===== src/rtl/am2910_pkg.sv =====
// am2910_pkg: shared width, opcode and Y-source definitions for the AM2910-style sequencer.
package am2910_pkg;
    localparam int AW = 12;
    typedef enum logic [3:0] {
        JZ, CJS, JMAP, CJP, PUSH, JSRP, CJV, JRP,
        RFCT, RPCT, CRTN, CJPP, LDCT, LOOP, CONT, TWB
    } opcode_e;
    typedef enum logic [2:0] {SEL_D, SEL_UPC, SEL_R, SEL_F, SEL_ZERO} ysel_e;
endpackage


===== src/rtl/am2910_regcnt.sv =====
// am2910_regcnt: loop register/counter R with load, saturating decrement and zero detect.
module am2910_regcnt #(
    parameter int W = am2910_pkg::AW
) (
    input  logic         clk,
    input  logic         reset,
    input  logic         ld_i,
    input  logic         dec_i,
    input  logic [W-1:0] d_i,
    output logic [W-1:0] r_o,
    output logic         rz_o
);
    import am2910_pkg::*;
    logic [W-1:0] r_q, r_d;
    assign rz_o = (r_q == '0);
    assign r_o  = r_q;
    always_comb r_d = ld_i ? d_i : (dec_i && !rz_o) ? r_q - W'(1) : r_q;
    always_ff @(posedge clk) r_q <= reset ? '0 : r_d;
endmodule


===== src/rtl/am2910_seq_ctrl.sv =====
// am2910_seq_ctrl: opcode decode, next-address mux, uPC and stack control for the sequencer.
module am2910_seq_ctrl #(
    parameter int AW = am2910_pkg::AW
) (
    input  logic          clk,
    input  logic          reset,
    input  logic [3:0]    instr,
    input  logic          cc_n,
    input  logic          ccen_n,
    input  logic          rld_n,
    input  logic          ci,
    input  logic [AW-1:0] d,
    input  logic [AW-1:0] stk_top,
    input  logic          stk_full,
    input  logic          stk_empty,
    output logic [AW-1:0] y,
    output logic          stk_push,
    output logic          stk_pop,
    output logic          stk_clear,
    output logic [AW-1:0] stk_data,
    output logic          pl_n,
    output logic          map_n,
    output logic          vect_n,
    output logic          full_n
);
    import am2910_pkg::*;
    opcode_e      op;
    ysel_e        sel;
    logic         pass, rz, push, pop, clr, ld_op, dec;
    logic [AW-1:0] r_q, upc_q, upc_d, y_mux;
    // An empty-stack pop is harmless (F reads 0), so the flag needs no decode.
    logic         unused_stk_empty;
    assign unused_stk_empty = stk_empty;
    assign op   = opcode_e'(instr);
    assign pass = ccen_n | ~cc_n;
    always_comb begin
        sel   = SEL_UPC;
        push  = 1'b0;
        pop   = 1'b0;
        clr   = 1'b0;
        ld_op = 1'b0;
        dec   = 1'b0;
        case (op)
            JZ:       begin sel = SEL_ZERO; clr = 1'b1; end
            CJS:      begin sel = pass ? SEL_D : SEL_UPC; push = pass; end
            JMAP:     sel = SEL_D;
            CJP, CJV: sel = pass ? SEL_D : SEL_UPC;
            PUSH:     begin push = 1'b1; ld_op = pass; end
            JSRP:     begin sel = pass ? SEL_D : SEL_R; push = 1'b1; end
            JRP:      sel = pass ? SEL_D : SEL_R;
            RFCT:     begin sel = rz ? SEL_UPC : SEL_F; dec = !rz; pop = rz; end
            RPCT:     begin sel = rz ? SEL_UPC : SEL_D; dec = !rz; end
            CRTN:     begin sel = pass ? SEL_F : SEL_UPC; pop = pass; end
            CJPP:     begin sel = pass ? SEL_D : SEL_UPC; pop = pass; end
            LDCT:     ld_op = 1'b1;
            LOOP:     begin sel = pass ? SEL_UPC : SEL_F; pop = pass; end
            TWB:      begin
                sel = pass ? SEL_UPC : (rz ? SEL_D : SEL_F);
                pop = pass | rz;
                dec = !pass && !rz;
            end
            default:  ;
        endcase
    end
    always_comb y_mux = (sel == SEL_D)    ? d       :
                        (sel == SEL_R)    ? r_q     :
                        (sel == SEL_F)    ? stk_top :
                        (sel == SEL_ZERO) ? '0      : upc_q;
    // Reset overrides every decoded output so the stack is cleared while held.
    assign y         = reset ? '0 : y_mux;
    assign stk_push  = push & ~reset;
    assign stk_pop   = pop & ~reset;
    assign stk_clear = clr | reset;
    assign stk_data  = upc_q;
    assign map_n     = reset | (op != JMAP);
    assign vect_n    = reset | (op != CJV);
    assign pl_n      = ~reset & ((op == JMAP) | (op == CJV));
    assign full_n    = ~stk_full;
    assign upc_d     = y + AW'(ci);
    always_ff @(posedge clk) upc_q <= reset ? '0 : upc_d;
    am2910_regcnt #(.W(AW)) u_cnt (
        .clk   (clk),
        .reset (reset),
        .ld_i  (~rld_n | ld_op),
        .dec_i (dec),
        .d_i   (d),
        .r_o   (r_q),
        .rz_o  (rz)
    );
endmodule


===== config.mk =====
export PLATFORM = sky130hd
export DESIGN_NAME = am2910_seq_ctrl
export DESIGN_NICKNAME = d
export VERILOG_FILES = /design/src/rtl/am2910_pkg.sv /design/src/rtl/am2910_regcnt.sv /design/src/rtl/am2910_seq_ctrl.sv
export SDC_FILE = /design/constraint.sdc
export NUM_CORES = 1
export LEC_CHECK = 0
export BUFFER_PORTS_ARGS = -buffer_cell sky130_fd_sc_hd__buf_2
export CAP_MARGIN = 10
export CORE_MARGIN = 4
export CORE_UTILIZATION = 40
export CTS_CLUSTER_SIZE = 40
export DETAILED_ROUTE_END_ITERATION = 10
export PLACE_DENSITY = 0.66
export SYNTH_ARGS = -nofsm -noshare
export SYNTH_HDL_FRONTEND = slang
export SYNTH_SLANG_ARGS = --single-unit

===== constraint.sdc =====
create_clock -name clk -period 4.35 [get_ports clk]
set_input_delay 0.87 -clock clk [delete_from_list [all_inputs] [get_ports clk]]
set_output_delay 0.87 -clock clk [all_outputs]
set_load 0.05 [all_outputs]

==> reports/results.txt <==
Post-synth ARST share -> 0
Mapped Area -> 2020 um^2
drt pass-1 iters -> 5
Crit. End Element -> output port
Layout Skew -> 0.00752 ns
WP buf/inv -> 2
final instance area -> 2540 um^2
Max-slew headroom -> 0.519
pin count of the biggest net entering global routing -> 23
WP data arrival -> 3.09 ns
setup TNS -> 0 ns
H-tree depth -> 1
fillcell total -> 495
average size of a mapped cell -> 7.58 um^2
WL final -> 6150 um
Post-synth top cells -> nand2_1, nor2_1, dfxtp_1
core area -> 4820 um^2
worst-path fanout max -> 15
Setup WS post-layout -> 0.392 ns
Distinct cells, synth -> 59
Avg Vias per Cell -> 5.43
CTS buffer count -> 3
placed cell areas -> 2470 um^2
initial antenna violation count -> 0
CTS tree -> done
Die X -> 79.1 um
MaxCap Viol Count -> 0
remaining global-route overflow -> 0
most frequent cell after synthesis -> nand2_1
vias in the first global route -> 2117
area growth from synthesis to layout -> 25.6%
synth top area cells -> dfxtp_1, nand2_1, nor2_1
final worst path period share -> 0.910
Die H -> 79.1 um
Tmin final -> 3.96 ns
RSZ-0062 raised after global routing -> no
share of cells above drive strength 1 -> 0.293
most used cell, CP -> buf_2
drt wl/cell -> 15.3 um
Setup CP Type -> input pin to output port
Primary FF master, synth -> dfxtp_1
Syn Nets -> 306
worst slew pin tran -> 0.717 ns
max frequency -> 253 MHz
# DRC -> 0
ANT cells -> 0
clock-pin slew on the worst setup and hold paths -> 0.09 ns
clk sink count -> 24
Crit path largest cell delay -> 0.50 ns
CP required -> 3.48 ns
run status -> complete, no violations
synth warn -> 0
routability congestion estimate from global placement -> 0.932
total power -> 811 uW
DP HPWL -> 4870 um
number of flops mapped to enable cells by yosys -> 0
HP Class -> flip-flop to flip-flop
Syn Inst Count -> 267
clk buf depth -> 2
final hold violation count -> 0
Total Nets Final -> 374
PortBufs -> 65
Hold WS -> 0.591 ns
Total GRT Usage -> 0.205
synthesized flop and latch total -> 24
leakage -> 1.12 nW
Antenna Nets Post-Route -> 0
DP Worst Slack -> 0.324 ns
CTS Hold Bufs -> 0
Slew Viols, Final -> 0
via count -> 2176
PwrDens -> 319 nW/um^2
Gates resized, CTS repair -> 0
Yosys top cell area share -> 0.237
Setup Viol. Count Final -> 0
Initial Utilization -> 0.420
slowest cell on the critical path -> nor2_1
root buffer cell -> clkbuf_8
row count -> 25
IO Pins -> 67
first-pass GRT wire length -> 10400 um
Worst-Skew Late Latency -> 0.27 ns
detailed router's first-iteration violation count -> 146
post-CTS setup buffer count -> 0
CP startpoint kind -> input pin
delay-heaviest family, CP -> simple AND/OR/NAND/NOR gates
post-synth top area cell -> dfxtp_1
die area -> 6260 um^2
VDD IR max -> 0.183 mV
post-synthesis sequential area ratio -> 0.237
worst-path cell chain -> buf_2 -> and4b_1 -> a21oi_2 -> nor2_2 -> nor2_1 -> nand3_1 -> a31oi_1 -> and2_1 -> buf_2
logic make-up (layout without fill, tap and decap cells):
kind of cell               Yosys count  count (layout)  synth area share
and+or+nand+nor                    128             128             0.339
DFF                                 24              24             0.237
xor gates and xnor gates            14              14            0.0606
AOI/OAI and AO/OA                   58              58             0.222
muxes                               13              13            0.0655
adders and majority gates            3               3            0.0185
buffers and inverters               27              94            0.0569
report_power, final:
group / internal (mW) / total, mW / switching (mW) / leakage [nW]
clock network: 0.123 / 0.200 / 0.0765 / 0.0357
logic: 0.116 / 0.352 / 0.235 / 0.887
registers: 0.240 / 0.260 / 0.0196 / 0.199
total: 0.480 / 0.811 / 0.331 / 1.12
layer usage:
| metal | up-vias | global-route usage | part of all wire |
|---|---|---|---|
| met2 | 71 | 0.339 | 0.47 |
| met3 | 4 | 0.0193 | 0.062 |
| met5 | - | 0 | 0 |
| li1 | 1100 | - | - |
| met4 | 0 | 0.0412 | 0.0044 |
| met1 | 1001 | 0.291 | 0.46 |
cell type report:
cell class,instances,area (um^2),share of cell area
Sequential cell,24,480,0.189
Clock buffer,3,41.3,0.0162
Timing Repair Buffer,75,400,0.157
Multi-Input combinational cell,216,1450,0.570
Inverter,15,56.3,0.0221
Clock inverter,1,30.0,0.0118
Tap cell,67,83.8,0.0330
path summary, 6_finish.rpt:
path / from / endpoint / slack [ns] / cells after the start
setup reg to reg: u_cnt.r_o[0] / stk_data[9] / 0.72 / 16
hold / removal: u_cnt.r_o[10] / u_cnt.r_o[10] / 0.59 / 2
setup / recovery: instr[2] / y[9] / 0.39 / 9
hold reg to reg: u_cnt.r_o[10] / u_cnt.r_o[10] / 0.59 / 2
cells in the final DEF, fill, tap and decap left out, drive strengths merged, types with 2 or more instances in the layout:
| cell type | synthesis | layout |
|---|---|---|
| buf | 7 | 75 |
| or4 | 4 | 4 |
| nor3 | 6 | 6 |
| nand3 | 9 | 9 |
| a21oi | 16 | 16 |
| nand4 | 6 | 6 |
| o22a | 3 | 3 |
| nor4 | 7 | 7 |
| and4b | 3 | 3 |
| a31o | 3 | 3 |
| nor3b | 3 | 3 |
| nor2 | 34 | 34 |
| a211oi | 8 | 8 |
| xnor2 | 13 | 13 |
| dfxtp | 24 | 24 |
| inv | 15 | 15 |
| or2 | 2 | 2 |
| nand2b | 4 | 4 |
| o211ai | 6 | 6 |
| mux2 | 2 | 2 |
| mux2i | 11 | 11 |
| o221ai | 3 | 3 |
| or3 | 3 | 3 |
| a31oi | 3 | 3 |
| o21a | 2 | 2 |
| o21ai | 4 | 4 |
| and2 | 4 | 4 |
| ha | 3 | 3 |
| nand2 | 35 | 35 |
| nor2b | 4 | 4 |
| clkbuf | 5 | 3 |
state kept, by name, summed over array words and instances, names as in the netlist:
name / count
stk_data: 12
u_cnt.r_o: 12
tightest hold or removal path, stage by stage (launching register included):
cell     delay, ns
dfxtp_1       0.37
a21oi_1       0.14
nor2_1        0.04
per-stage QoR:
step           utilization  instances
6_report             0.528        401
2_1_floorplan            -        267
3_5_place_dp         0.513        397
5_1_grt              0.528        401
3_3_place_gp         0.513        397
4_1_cts              0.528        401
Note: power is estimated with default switching activity, not from simulation.
